## config.mk

```make
export PLATFORM = sky130hd
export DESIGN_NAME = if_stage
export DESIGN_NICKNAME = d
export VERILOG_FILES = /design/src/rtl/if_stage.sv
export SDC_FILE = /design/constraint.sdc
export NUM_CORES = 1
export LEC_CHECK = 0
export CAP_MARGIN = 20
export CORE_MARGIN = 2
export CORE_UTILIZATION = 47
export CTS_CLUSTER_SIZE = 12
export DETAILED_ROUTE_END_ITERATION = 6
export PLACE_DENSITY_LB_ADDON = 0.12
export SYNTH_ARGS = -nofsm -noshare
export SYNTH_HDL_FRONTEND = slang
export SYNTH_SLANG_ARGS = --single-unit
```

## constraint.sdc

```tcl
create_clock -name clock -period 4.7 [get_ports clock]
set_input_delay 0.94 -clock clock [delete_from_list [all_inputs] [get_ports clock]]
set_output_delay 0.94 -clock clock [all_outputs]
set_load 0.03 [all_outputs]
```

## src/rtl/if_stage.sv

```systemverilog
// Instruction fetch stage: one outstanding memory request, one-entry output buffer.
// Latency: request in REQ, response no earlier than next cycle, entry visible the cycle after the response.
// Backpressure: pc_write=0 holds the buffered entry and blocks further requests; redirect overrides a stall.
//
// Ports:
//   clock, reset              - single clock, async active-high reset
//   pc_write                  - hazard-unit enable (0 = stall), shared with the IF_ID write enable
//   redirect_valid/_pc        - taken branch/jump and its target (low two bits ignored)
//   imem_req_valid/_ready/_addr - instruction-memory request handshake, address = current PC
//   imem_rsp_valid/_data      - instruction-memory response
//   out_valid/_pc/_pc_plus4/_instr - buffered instruction presented to IF_ID (NOP when empty)
module if_stage #(
  parameter logic [31:0] RESET_PC = 32'h0000_0000
) (
  input  logic        clock,
  input  logic        reset,
  input  logic        pc_write,
  input  logic        redirect_valid,
  input  logic [31:0] redirect_pc,
  output logic        imem_req_valid,
  input  logic        imem_req_ready,
  output logic [31:0] imem_req_addr,
  input  logic        imem_rsp_valid,
  input  logic [31:0] imem_rsp_data,
  output logic        out_valid,
  output logic [31:0] out_pc,
  output logic [31:0] out_pc_plus4,
  output logic [31:0] out_instr
);

  localparam logic [31:0] NOP = 32'h0000_0013;

  typedef enum logic [1:0] {
    S_REQ  = 2'd0,
    S_WAIT = 2'd1,
    S_HOLD = 2'd2
  } state_t;

  state_t      state, state_nxt;
  logic [31:0] pc, pc_nxt;
  logic        kill, kill_nxt;
  logic        buf_ld;
  logic [31:0] buf_pc, buf_pc4, buf_instr;
  logic [31:0] target;

  assign target = {redirect_pc[31:2], 2'b00};

  // Next-state logic. kill marks a request whose response must be thrown
  // away because a redirect arrived while it was in flight.
  always_comb begin
    state_nxt = state;
    pc_nxt    = pc;
    kill_nxt  = kill;
    buf_ld    = 1'b0;
    case (state)
      S_REQ: begin
        if (redirect_valid) begin
          pc_nxt = target;
        end else if (imem_req_ready) begin
          state_nxt = S_WAIT;
        end
      end
      S_WAIT: begin
        if (redirect_valid) begin
          pc_nxt = target;
          if (imem_rsp_valid) begin
            // Response for the old path lands in the same cycle: drop it now.
            kill_nxt  = 1'b0;
            state_nxt = S_REQ;
          end else begin
            kill_nxt = 1'b1;
          end
        end else if (imem_rsp_valid) begin
          if (kill) begin
            kill_nxt  = 1'b0;
            state_nxt = S_REQ;
          end else begin
            buf_ld    = 1'b1;
            state_nxt = S_HOLD;
          end
        end
      end
      S_HOLD: begin
        if (redirect_valid) begin
          pc_nxt    = target;
          state_nxt = S_REQ;
        end else if (pc_write) begin
          pc_nxt    = pc + 32'd4;
          state_nxt = S_REQ;
        end
      end
      default: begin
        state_nxt = S_REQ;
      end
    endcase
  end

  always_ff @(posedge clock or posedge reset) begin
    if (reset) begin
      state <= S_REQ;
      pc    <= RESET_PC;
      kill  <= 1'b0;
    end else begin
      state <= state_nxt;
      pc    <= pc_nxt;
      kill  <= kill_nxt;
    end
  end

  // pc+4 is registered alongside the buffer so the outputs carry no
  // arithmetic and the reset value can be zero.
  always_ff @(posedge clock or posedge reset) begin
    if (reset) begin
      buf_pc    <= 32'd0;
      buf_pc4   <= 32'd0;
      buf_instr <= NOP;
    end else if (buf_ld) begin
      buf_pc    <= pc;
      buf_pc4   <= pc + 32'd4;
      buf_instr <= imem_rsp_data;
    end
  end

  // Request strobe is masked during reset since the state register already
  // reads REQ while reset is held.
  assign imem_req_valid = (state == S_REQ) && !redirect_valid && !reset;
  assign imem_req_addr  = pc;
  assign out_valid      = (state == S_HOLD);
  assign out_pc         = buf_pc;
  assign out_pc_plus4   = buf_pc4;
  assign out_instr      = out_valid ? buf_instr : NOP;

endmodule

```

== Yosys cells after proc, flatten, opt, wreduce, memory -nomap -nowiden ==
Cells that the tools add are included.

* Register bits: 131
* Bits of input ports: 70

* Reduce and logical (&&, ||, !) cells: 11
* Mux-type cells: 21
* Equality and inequality tests: 7
* Add/sub/neg operators: 1

{| class="wikitable"
|+ Operators with widths
! kind !! count
|-
| $mux 32 || 4
|-
| $pmux 32 s2 || 1
|-
| $add 32x3->32 const B || 1
|-
| $mux 2 || 8
|-
| $mux 1 || 7
|-
| $ne 2x2->1 const B || 3
|-
| $pmux 2 s3 || 1
|-
| $reduce_and 4->1 || 1
|-
| $reduce_bool 2->1 || 2
|-
| $ne 3x3->1 const B || 1
|-
| $reduce_and 3->1 || 1
|-
| $eq 2x1->1 const B || 1
|-
| $eq 2x2->1 const B || 1
|-
| $logic_and 1x1->1 || 2
|-
| $logic_not 1->1 || 2
|-
| $logic_not 2->1 || 1
|-
| $ne 2x1->1 const B || 1
|-
| $reduce_and 2->1 || 1
|-
| $reduce_or 2->1 || 1
|}

== Longest topological paths before layout ==
* Depth in word-level cells: 4
* Gate-level depth with buffers: 8
* Gate-level depth less buffers: 5

== Worst setup path before layout ==
OpenSTA, ideal clock, no wires.

* Kind: input to output
* From: input port redirect_valid
* To: output port imem_req_valid
* Buffers on the path: 1
* Data required time: 3.760 ns
* Slack: 1.666 ns
* Stages on the path: 2
* Arrival: 2.094 ns
* Cell sequence: clkbuf_1 -> nor4_1

* Cells in the longest elaborated chain, start to end: 3

{| class="wikitable"
|+ Ends and longest elaborated chain
! what !! RTL line !! source
|-
| start, declared || 18 || <nowiki>input logic redirect_valid,</nowiki>
|-
| $logic_not 1->1 || 126 || <nowiki>assign imem_req_valid = (state == S_REQ) && !redirect_valid && !reset;</nowiki>
|-
| $logic_and 1x1->1 (2 in a row) || 126 ||
|-
| end, declared || 20 || <nowiki>output logic imem_req_valid,</nowiki>
|}

Every way passes these cells.

== Worst setup path in the final report ==
Ends and elaborated chain as after synthesis.

==> impl_metrics.env <==
export IMPL_vias_per_cell=5.49
export IMPL_via_count=5971
export IMPL_area_growth_synth_to_final_pct=41.6
export IMPL_tightest_slew_ns=1.01
export IMPL_max_freq_mhz=283
export IMPL_cts_sinks=125
export IMPL_yosys_area_top_type_share_pct=48.6
export IMPL_yosysTopAreaCell="dfrtp_1"
export IMPL_slew_violations=0
export IMPL_intPower_w=0.00325
export IMPL_grt_pass1_vias=5851
export IMPL_rsz0062_at_grt="false"
export IMPL_cts_max_path_buffers=2
export IMPL_die_width_microns=120
export IMPL_crit_path_top_delay_cell="clkdlybuf4s50_1"
export IMPL_dr_pass1_iters=5
export IMPL_r2r_slack_ns=1.76
export IMPL_fin_util_pct=67.7
export IMPL_finalCriticalPeriod_ns=3.53
export IMPL_syn_inst=742
export IMPL_nNetsFinal=970
export IMPL_ys_warn_count=0
export IMPL_postCtsSetupBuffers=0
export IMPL_port_buffers=191
export IMPL_ys_top_cells_by_area="dfrtp_1 (49%), nand2_1 (13%), o21ai_0 (4.4%), clkbuf_1 (3.1%), and2_1 (3.0%)"
export IMPL_antenna_found_initial=0
export IMPL_synth_async_reset_ratio_pct=100
export IMPL_max_stage_delay_ns=0.71
export IMPL_run_status="complete, no violations"
export IMPL_dp_hpwl_mm=12.2
export IMPL_cp_arrival_ns=2.59
export IMPL_wl_per_cell_microns=16.8
export IMPL_finalPower_w=0.00514
export IMPL_whs_path_depth=2
export IMPL_skew_ns=0.00800
export IMPL_ys_seq_elements=125
export IMPL_dieArea_sq_mm=0.0143
export IMPL_diodes=0
export IMPL_power_leakage_nw=3.88
export IMPL_worst_setup_path_start_kind="primary input"
export IMPL_wl_mm=18.3
export IMPL_finalSetupTns_ns=0
export IMPL_coreArea_sq_mm=0.0131
export IMPL_crit_fanout=8
export IMPL_cts_buffers=17
export IMPL_ant_nets=0
export IMPL_hold_path_class="reg -> reg"
export IMPL_insertion_delay_ns=0.42
export IMPL_drive_gt1_share_pct=6.25
export IMPL_fin_hold_ws_ns=0.458
export IMPL_swShare_pct=36.8
export IMPL_gp_congestion=0.871
export IMPL_path_clk_slew_ns=0.05
export IMPL_tritoncts="done"
export IMPL_avgSynthCellArea_sq_um=8.47
export IMPL_hold_violations=0
export IMPL_max_cap_viol_count=0
export IMPL_synth_area_sq_mm=0.00628
export IMPL_fin_area_sq_mm=0.00890
export IMPL_drcViolationCount=0
export IMPL_peakVddDrop_uv=407
export IMPL_grt_pass1_wl_mm=29.9
export IMPL_clockRootBuffer="clkbuf_16"
export IMPL_synth_ff_type="dfrtp_1"
export IMPL_crit_chain="clkdlybuf4s50_1, nor4_1, clkdlybuf4s50_1"
export IMPL_die_h_microns=120
export IMPL_critical_path_class="in -> out"
export IMPL_dpl_cell_area_sq_mm=0.00824
export IMPL_crit_top_cell="clkdlybuf4s50_1"
export IMPL_initial_core_util_pct=47.8
export IMPL_combPwrFrac_pct=36.8
export IMPL_power_switching_w=0.00189
export IMPL_end_kind="output pin"
export IMPL_worstPathRequired_ns=3.76
export IMPL_synth_distinct_cells=57
export IMPL_cts_resized=0
export IMPL_relSlewSlack_pct=32.6
export IMPL_htree_num_levels=4
export IMPL_p_per_area_mw_per_mm2=577
export IMPL_track_usage_pct=26.2
export IMPL_cts_hold_buffers=0
export IMPL_grt_start_max_net_pins=101
export IMPL_overflow=0
export IMPL_clkPwrFrac_pct=28.1
export IMPL_detail_route_iter0_violations=388
export IMPL_std_cell_rows=42
export IMPL_synth_edff_count=0
export IMPL_seqPwrFrac_pct=35.1
export IMPL_setup_violations=0
export IMPL_period_share_pct=75.2
export IMPL_ys_seq_area_share_pct=49.8
export IMPL_pin_count=200
export IMPL_worstRegToRegCells=4
layout make-up:
cell class / count / area (sq um)
clock inverter: 14 / 216
fill: 1072 / 4240
sequential: 125 / 3130
multi-input combinational: 547 / 2870
tap: 176 / 220
timing repair buffer: 202 / 1990
clock buffer: 18 / 439
inverter: 6 / 27.5
worst max-delay path, delay by kind of cell:
| family | cells | cell delay, ns |
|---|---|---|
| buffers and inverters | 2 | 1.30 |
| AND/OR/NAND/NOR | 1 | 0.35 |
state kept, by name, summed over array words and instances (netlist names):
register and cells:
state 2, kill 1, buf_instr 32, imem_req_addr 30, out_pc_plus4 30, out_pc 30
cell usage after synthesis (all sizes together) (4+ instances only):
cell	instances
nand4	12
inv	6
a31oi	15
nand3	19
nor4	10
buf	17
a2bb2oi	5
clkbuf	52
nor3	16
or3	8
xor2	5
o21a	5
o211a	5
o21ai	55
o2bb2ai	4
or4	11
and2	30
xnor2	9
nor2	36
dfrtp	122
nand2	225
a21oi	12
and3	4
a22oi	5
a211o	5
nand2b	4
path summary, 6_finish.rpt:
kind | from | end
setup / recovery | redirect_valid | imem_req_valid
hold / removal | buf_instr[4] | buf_instr[4]
setup reg to reg | imem_req_addr[6] | out_pc_plus4[26]
hold reg to reg | buf_instr[4] | buf_instr[4]
max in group asynchronous | reset | out_pc_plus4[17]
min in group asynchronous | reset | buf_instr[24]
through the flow:
step / worst slack [ns] / cells
after floorplan: 0.437 / 747
after global placement: 1.20 / 1055
after detailed placement: 1.19 / 1055
after CTS: 1.18 / 1087
after global routing: 1.10 / 1088
final: 1.17 / 1088
metal layers:
metal / vias up / global-route usage (%) / share of wire [%]
met5: - / 0 / 0
met1: 2825 / 34.7 / 43
li1: 2847 / - / -
met4: 0 / 9.34 / 2.0
met2: 260 / 42.8 / 48
met3: 39 / 5.47 / 7.4
cells in the final DEF (no fill, tap or decap), types with 15 or more instances in the layout:
cell type        netlist  routed
and2_1                30      30
o21ai_0               55      55
clkbuf_16              0      17
nor2_1                36      35
nand3_1               19      19
nand2_1              225     225
clkdlybuf4s50_1        0     191
nor3_1                16      15
a31oi_1               15      15
dfrtp_1              122     122
power groups by stage:
stage          registers (W)  clock network [W]  logic, W
6_report             0.00180            0.00145   0.00189
5_1_grt              0.00187            0.00152   0.00202
3_3_place_gp         0.00179                  0   0.00186
4_1_cts              0.00180            0.00147   0.00191
3_5_place_dp         0.00181                  0   0.00189
2_1_floorplan        0.00232                  0  0.000538
cell families (layout without fill, tap and decap cells):
kind of cell	after synthesis	after routing	synth area share, %
DFF	125	125	49.8
and+or+nand+nor	389	389	28.6
buffers and inverters	75	240	5.06
AOI/OAI and AO/OA	135	135	14.0
muxes	2	2	0.358
other	1	6	0.0597
xor gates and xnor gates	14	14	1.95
adders and majority gates	1	1	0.199
No activity file was read; power rests on OpenSTA's default activity.
